--- src/rtl/uart_report_scheduler_if.sv ---
// Byte-wide UART TX stream: scheduler offers bytes, sender accepts them.
// Stream is valid/ready; data holds while valid is high and ready is low.
interface uart_report_scheduler_if;
   logic [7:0] tx_data;
   logic       tx_valid;
   logic       tx_ready;

   modport master (
      output tx_data,
      output tx_valid,
      input  tx_ready
   );

   modport slave (
      input  tx_data,
      input  tx_valid,
      output tx_ready
   );
endinterface

--- src/rtl/uart_report_scheduler.sv ---
// Arbitrates gesture and telemetry reports onto one framed UART byte stream.
// Telemetry requester, snapshot and 12-byte packet exist only with UART_TELEMETRY_EN.
module uart_report_scheduler #(
   parameter int unsigned TELEM_PERIOD_CYCLES = 600_000,
   parameter logic [7:0]  HDR_GESTURE         = 8'hA5,
   parameter logic [7:0]  HDR_TELEM           = 8'h5A
) (
   input  logic        clk,
   input  logic        rst,
   input  logic        gesture_valid,
   input  logic [1:0]  gesture_class,
   input  logic [7:0]  gesture_confidence,
   input  logic [23:0] telem_m00,
   input  logic [23:0] telem_m10,
   input  logic [23:0] telem_m01,
   input  logic [2:0]  telem_state,
   uart_report_scheduler_if.master tx,
   output logic        busy,
   output logic        pkt_dropped
);

   typedef enum logic {
      S_IDLE,
      S_SEND
   } state_t;

   state_t      state;
   logic        g_pend;
   logic        t_pend;
   logic [1:0]  g_cls;
   logic [7:0]  g_conf;
   logic [79:0] sh;
   logic [7:0]  xsum;
   logic [3:0]  idx;
   logic [3:0]  last_idx;
   logic        hs;
   logic        grant_g;

   assign hs      = tx.tx_valid && tx.tx_ready;
   assign grant_g = (state == S_IDLE) && g_pend;

   // New payload always lands; a grant this cycle took the old one.
   always_ff @(posedge clk) begin
      if (rst) begin
         g_pend      <= 1'b0;
         g_cls       <= '0;
         g_conf      <= '0;
         pkt_dropped <= 1'b0;
      end else begin
         pkt_dropped <= gesture_valid && g_pend && !grant_g;
         if (gesture_valid) begin
            g_cls  <= gesture_class;
            g_conf <= gesture_confidence;
            g_pend <= 1'b1;
         end else if (grant_g) begin
            g_pend <= 1'b0;
         end
      end
   end

`ifdef UART_TELEMETRY_EN
   localparam int TW = $clog2(TELEM_PERIOD_CYCLES);

   logic [TW-1:0] timer;
   logic          t_wrap;
   logic          grant_t;

   assign t_wrap  = timer == TW'(TELEM_PERIOD_CYCLES - 1);
   assign grant_t = (state == S_IDLE) && !g_pend && t_pend;

   // A wrap coinciding with a grant raises a fresh request.
   always_ff @(posedge clk) begin
      if (rst) begin
         timer  <= '0;
         t_pend <= 1'b0;
      end else begin
         timer <= t_wrap ? '0 : timer + 1'b1;
         if (t_wrap) begin
            t_pend <= 1'b1;
         end else if (grant_t) begin
            t_pend <= 1'b0;
         end
      end
   end
`else
   logic unused_telem;

   assign t_pend       = 1'b0;
   assign unused_telem = ^{telem_m00, telem_m10, telem_m01,
                           telem_state, HDR_TELEM, t_pend,
                           TELEM_PERIOD_CYCLES[0]};
`endif

   // sh holds the bytes after the header; the last byte is the running XOR.
   always_ff @(posedge clk) begin
      if (rst) begin
         state       <= S_IDLE;
         tx.tx_valid <= 1'b0;
         tx.tx_data  <= '0;
         busy        <= 1'b0;
         sh          <= '0;
         xsum        <= '0;
         idx         <= '0;
         last_idx    <= '0;
      end else begin
         unique case (state)
            S_IDLE: begin
               if (grant_g) begin
                  state       <= S_SEND;
                  tx.tx_valid <= 1'b1;
                  tx.tx_data  <= HDR_GESTURE;
                  busy        <= 1'b1;
                  sh          <= {6'b0, g_cls, g_conf, 64'b0};
                  xsum        <= '0;
                  idx         <= '0;
                  last_idx    <= 4'd3;
`ifdef UART_TELEMETRY_EN
               end else if (grant_t) begin
                  state       <= S_SEND;
                  tx.tx_valid <= 1'b1;
                  tx.tx_data  <= HDR_TELEM;
                  busy        <= 1'b1;
                  sh          <= {telem_m00, telem_m10, telem_m01,
                                  5'b0, telem_state};
                  xsum        <= '0;
                  idx         <= '0;
                  last_idx    <= 4'd11;
`endif
               end
            end
            S_SEND: begin
               if (hs) begin
                  xsum <= xsum ^ tx.tx_data;
                  idx  <= idx + 4'd1;
                  sh   <= sh << 8;
                  if (idx == last_idx) begin
                     state       <= S_IDLE;
                     tx.tx_valid <= 1'b0;
                     tx.tx_data  <= '0;
                     busy        <= 1'b0;
                  end else if (idx == last_idx - 4'd1) begin
                     tx.tx_data <= xsum ^ tx.tx_data;
                  end else begin
                     tx.tx_data <= sh[79:72];
                  end
               end
            end
            default: state <= S_IDLE;
         endcase
      end
   end

endmodule

--- src/flat_wrapper.sv ---
// flat-port wrapper written by rule: the top's interface ports become plain ports
module uart_report_scheduler_flat 
#(
   parameter int unsigned TELEM_PERIOD_CYCLES = 600_000,
   parameter logic [7:0]  HDR_GESTURE         = 8'hA5,
   parameter logic [7:0]  HDR_TELEM           = 8'h5A
)
  (clk, rst, gesture_valid, gesture_class, gesture_confidence, telem_m00, telem_m10, telem_m01, telem_state, busy, pkt_dropped, tx_tx_data, tx_tx_valid, tx_tx_ready);
  uart_report_scheduler_if tx_i ();
  input  logic clk;
  input  logic rst;
  input  logic gesture_valid;
  input  logic [1:0] gesture_class;
  input  logic [7:0] gesture_confidence;
  input  logic [23:0] telem_m00;
  input  logic [23:0] telem_m10;
  input  logic [23:0] telem_m01;
  input  logic [2:0] telem_state;
  output logic busy;
  output logic pkt_dropped;
  output wire logic [$bits(tx_i.tx_data)-1:0] tx_tx_data;
  output wire logic [$bits(tx_i.tx_valid)-1:0] tx_tx_valid;
  input wire logic [$bits(tx_i.tx_ready)-1:0] tx_tx_ready;
  assign tx_tx_data = tx_i.tx_data;
  assign tx_tx_valid = tx_i.tx_valid;
  assign tx_i.tx_ready = tx_tx_ready;
  uart_report_scheduler #(.TELEM_PERIOD_CYCLES(TELEM_PERIOD_CYCLES), .HDR_GESTURE(HDR_GESTURE), .HDR_TELEM(HDR_TELEM)) u_core (.clk(clk), .rst(rst), .gesture_valid(gesture_valid), .gesture_class(gesture_class), .gesture_confidence(gesture_confidence), .telem_m00(telem_m00), .telem_m10(telem_m10), .telem_m01(telem_m01), .telem_state(telem_state), .tx(tx_i), .busy(busy), .pkt_dropped(pkt_dropped));
endmodule
--- config.mk ---
export PLATFORM = sky130hd
export DESIGN_NAME = uart_report_scheduler_flat
export DESIGN_NICKNAME = d
export VERILOG_FILES = /design/src/rtl/uart_report_scheduler_if.sv /design/src/rtl/uart_report_scheduler.sv /design/src/flat_wrapper.sv
export SDC_FILE = /design/constraint.sdc
export NUM_CORES = 1
export LEC_CHECK = 0
export ABC_AREA = 1
export BUFFER_PORTS_ARGS = -buffer_cell sky130_fd_sc_hd__buf_4
export CORE_UTILIZATION = 49
export CTS_CLUSTER_SIZE = 30
export DETAILED_ROUTE_END_ITERATION = 6
export HOLD_SLACK_MARGIN = 0.1
export PLACE_DENSITY = 0.84
export SLEW_MARGIN = 20
export SYNTH_ARGS = -nofsm -noshare
export SYNTH_HDL_FRONTEND = slang
export SYNTH_SLANG_ARGS = --single-unit
--- constraint.sdc ---
create_clock -name clk -period 2.5 [get_ports clk]
set_input_delay 0.375 -clock clk [delete_from_list [all_inputs] [get_ports clk]]
set_output_delay 0.375 -clock clk [all_outputs]
set_load 0.01 [all_outputs]
Word level (Yosys, flattened, before mapping)
Index checks and enable logic that the tools add are counted.
Widths: inputs -> output; s select.
{ "op_classes": {"n_addsub": 2, "n_eq_ne": 5, "mux": 24, "bitwise_logic": 2, "n_reduce_logical": 9} }
{ "op_table": {"columns": ["cell", "count"], "rows": [
  ["$mux 80", 2],
  ["$pmux 80 s2", 1],
  ["$mux 8", 6],
  ["$pmux 8 s2", 2],
  ["$mux 1", 8],
  ["$mux 4", 2],
  ["$pmux 4 s2", 1],
  ["$xor 8x8->8", 1],
  ["$add 4x1->4 const B", 1],
  ["$eq 4x2->1", 1],
  ["$eq 4x4->1", 1],
  ["$logic_and 1x1->1", 4],
  ["$ne 2x2->1 const B", 2],
  ["$pmux 1 s2", 2],
  ["$reduce_and 2->1", 2],
  ["$reduce_and 3->1", 1],
  ["$sub 2x1->3 const B", 1],
  ["$ne 2x1->1 const B", 1],
  ["$reduce_bool 2->1", 1],
  ["$logic_not 1->1", 1],
  ["$not 1->1", 1]
]} }
{ "word_totals": {"reg_bits": 115, "in_bits": 89, "out_inout_bits": 11, "word_cells": 53} }

Longest topological paths before layout
{ "depth": {"depth_word": 6, "ltp_mapped": 8, "mapped_depth_nobuf": 8} }

Worst setup path before layout
No wires, ideal clock.
{ "synth_path": {"path_kind": "register to register", "start": "register u_core.idx[0]", "end": "register u_core.tx.tx_data[6]", "setup_ns": 0.132, "t_arrival_ns": 1.038, "required_time_ns": 2.368, "slack_ns": 1.330, "stages_incl_launch_ff": 8, "path_buffers": 0, "synth_period_minus_slack_ns": 1.170, "cell_sequence": "dfxtp_1 nand2_1 nand2_1 nand2_1 nor2_1 nor2_1 nand3_1 a21oi_1"} }
{ "synth_between": {"elab_chain_cells": 5, "elab_cells_between_ends": 6, "cone_classes": "2 x eq/ne; 4 x mux"} }
{ "synth_rtl": {"columns": ["item", "line_no", "text"], "rows": [
  ["start, declared", "uart_report_scheduler.sv:34", "logic [3:0] idx;"],
  ["start signal, assigned", "uart_report_scheduler.sv:134", "idx <= idx + 4'd1;"],
  ["$eq 4x4->1", "uart_report_scheduler.sv:141", "end else if (idx == last_idx - 4'd1) begin"],
  ["$mux 8", "uart_report_scheduler.sv:141", null],
  ["$mux 8 (*)", "uart_report_scheduler.sv:136", "if (idx == last_idx) begin"],
  ["$mux 8 (*)", "uart_report_scheduler.sv:132", "if (hs) begin"],
  ["$pmux 8 s2 (*)", "uart_report_scheduler.sv:106", "unique case (state)"],
  ["end signal, assigned", "uart_report_scheduler.sv:142", "tx.tx_data <= xsum ^ tx.tx_data;"],
  ["end signal, assigned", "uart_report_scheduler.sv:144", "tx.tx_data <= sh[79:72];"],
  ["end, declared", "uart_report_scheduler_if.sv:9", "output tx_data,"]
]} }
Every way passes the cells marked *; elsewhere a longest branch is shown, timed or not. The select of a mux whose other input is x is not followed.
A chain may end at the register's enable or synchronous reset.

Final worst setup path
{ "layout_path": {"start": "register u_core.idx[1]", "end": "register u_core.tx.tx_data[4]"} }
The elaborated chain is that of the path after synthesis.

==> out/metrics.yaml <==
area_growth_pct: 11.9
syn_area_sq_um: 2120
io_buffers: 24
startpoint_type: "flop"
path_common_cell: "nand2_1"
crit_path_max_incr_delay_ns: 0.62
ys_types: 31
via_count: 1753
synth_top_area_share_pct: 48.3
maxSlewHeadroom_pct: 68.5
hold_end: "u_core.g_conf[5]$_SDFFE_PP0P_"
rows: 23
required_ns: 2.68
tritoncts: "yes"
yosys_warnings: 0
comb_power_share_pct: 9.0
start_util_pct: 51.8
regToRegSetupSlack_ns: 0.95
synthAdderAreaFrac_pct: 0.591
hp-class: "in2reg"
cts_buffers: 5
drc: 0
die_h_um: 67.7
hold_buffers: 0
synth_top_family_by_area: "simple AND/OR/NAND/NOR gates"
synth_compound_area_share_pct: 13.2
drive_gt1_share_pct: 14.5
crit_slowest_cell: "dfxtp_1"
ys.flop_type: "dfxtp_1"
postPlaceCellArea_sq_um: 2280
ys_top_cells_by_area: "dfxtp_1 48%, nand2_1 11%, a21oi_1 8.0%"
leakage_nw: 0.917
wl_per_cell_um: 11.2
p_seq_share_pct: 59.5
layout_common_cells: "64 x nand2_1, 51 x dfxtp_1, 34 x a21oi_1, 34 x nor2_1, 24 x buf_4"
antenna_cells: 0
met3WireLength_um: 181
cts-root-buf: "clkbuf_8"
worst_slew_pin_slew_ns: 0.472
p_sw_share_pct: 25.2
power_density_nw_per_um2: 612
max_cap_viol_count: 0
layout_min_cycle_time_ns: 1.55
ctsResizeCount: 0
fin_crit_sh_pct: 61.8
critPathKind: "reg2reg"
outcome: "finished, final reports clean"
setup_tns_ns: 0
viasPerCell: 5.07
die_w_um: 67.7
core_area_sq_um: 4090
switchingPower_mw: 0.366
post-cts-setup-buffer-count: 0
wl_met2_mm: 1.78
grt.overflow.total: 0
synth_nets: 367
cts_num_sinks: 51
final_common_cell: "nand2_1"
cts.clk_slew.worst_paths_ns: 0.09
async_flop_share_pct: 0
path_max_fanout: 14
finalSetupViolCount: 0
synth_xor_area_share_pct: 3.73
end_kind: "flop"
num-fill-cells: 396
max_freq_ghz: 0.647
rsz0062_at_grt: "no"
place_hpwl_mm: 2.61
ys_seq_elements: 51
syn_avg_cell_area_sq_um: 7.64
grt_pass1_vias: 1505
wl_met1_mm: 1.86
ir_drop_mv: 0.348
routabilityCongestion: 0.845
intPower_mw: 1.08
drtIter0Drc: 105
cp.arrival_ns: 1.73
wl_mm: 3.86
skew_ns: 0.00574
synth_cells: 277
yosys.area_share.simple_pct: 27.3
fin_nets: 385
antenna_found_initial: 0
hold_depth: 3
grt_max_degree: 37
cp_cell_sequence: "nand2_1 > nand2_1 > nand2_1 > nor2_1 > nor2_1 > nand3_1 > a21oi_1"
min_from: "gesture_confidence[5]"
htreeDepth: 2
cts.path.max_buffers: 2
reg2regPathDepth: 7
yosysTopAreaCell: "dfxtp_1"
yosysSeqAreaShare_pct: 48.3
dieArea_sq_um: 4580
hold_viol: 0
fin_area_sq_um: 2370
design.portCount: 100
r2r-start: "u_core.idx[1]$_SDFFE_PP0P_"
track_usage_pct: 19.6
pwr-share-clk_pct: 31.5
slew_viol_final: 0
firstDrtPassIters: 4
synth_mux_area_share_pct: 0
grt_pass1_wl_mm: 6.69
synth_enable_flop_cells: 0
ant_nets: 0
insertion_delay_ns: 0.31
top_layer: "met4"
r2r-end: "u_core.tx.tx_data[4]$_SDFFE_PP0P_"
==> synthesized netlist by cell type (all sizes together) (6+ instances only) <==
library cell   n
a21oi         35
buf            6
clkbuf         7
dfxtp         51
inv           17
nand2         68
nand3         17
nor2          35
o21ai         16
or2            8
xnor2          8
==> power groups by stage <==
stage	logic, mW	clock network, mW	registers (mW)
5_1_grt	0.148	0.499	0.867
3_5_place_dp	0.131	0	0.882
4_1_cts	0.132	0.466	0.863
6_report	0.131	0.457	0.863
2_1_floorplan	0.0929	0	0.880
3_3_place_gp	0.128	0	0.881
==> cell families (layout without fill, tap and decap cells) <==
family,after synthesis,after routing
xor gates and xnor gates,9,9
AOI/OAI and AO/OA,54,54
buffers and inverters,31,50
adders and majority gates,1,1
DFF,51,51
and+or+nand+nor,131,131
==> layer usage <==
layer | vias to the layer above | global-route usage, %
met2 | 40 | 31.6
met5 | - | 0
li1 | 919 | -
met4 | 0 | 7.98
met1 | 790 | 24.4
met3 | 4 | 5.57
==> stage by stage <==
stage	utilization [%]	total power, mW	hold slack [ns]	instances	setup slack [ns]
floorplan	-	0.973	0.439	277	1.33
global placement	55.9	1.01	0.450	338	0.974
detailed placement	55.9	1.01	0.453	338	0.971
CTS	58.0	1.46	0.280	346	0.953
global route	58.0	1.51	0.283	346	0.809
finish	58.0	1.45	0.284	346	0.954
==> critical path: cells and delay by family, from the launching register on <==
family,cells,cell delay [ns]
and+or+nand+nor,6,0.74
DFF,1,0.62
AOI/OAI and AO/OA,1,0.06
==> worst max-delay path by stage <==
stage	startpoint	end	slack, ns	cells past startpoint
floorplan	u_core.idx[0]$_SDFFE_PP0P_	u_core.tx.tx_data[6]$_SDFFE_PP0P_	1.33	7
global placement	u_core.idx[1]$_SDFFE_PP0P_	u_core.tx.tx_data[1]$_SDFFE_PP0P_	0.97	7
detailed placement	u_core.idx[1]$_SDFFE_PP0P_	u_core.tx.tx_data[1]$_SDFFE_PP0P_	0.97	7
CTS	u_core.idx[1]$_SDFFE_PP0P_	u_core.tx.tx_data[1]$_SDFFE_PP0P_	0.95	7
global route	u_core.idx[1]$_SDFFE_PP0P_	u_core.tx.tx_data[3]$_SDFFE_PP0P_	0.81	7
finish	u_core.idx[1]$_SDFFE_PP0P_	u_core.tx.tx_data[4]$_SDFFE_PP0P_	0.95	7
==> area by class of cell <==
cell class | instances | area (sq um) | share of cell area (%)
clock inverters | 3 | 15.0 | 0.634
flip-flops and latches | 51 | 1020 | 43.1
repair buffers | 24 | 180 | 7.61
inverters | 18 | 72.6 | 3.06
multi-input cells | 195 | 948 | 40.0
clock buffers | 5 | 68.8 | 2.91
well taps | 50 | 62.6 | 2.64
==> state kept, by name (all words and copies together), names as in the netlist, 2 cells and up <==
register / count
u_core.sh: 16
u_core.g_conf: 8
u_core.tx.tx_data: 8
u_core.xsum: 8
u_core.idx: 4
u_core.g_cls: 2
No activity file was read; power rests on OpenSTA's default activity.
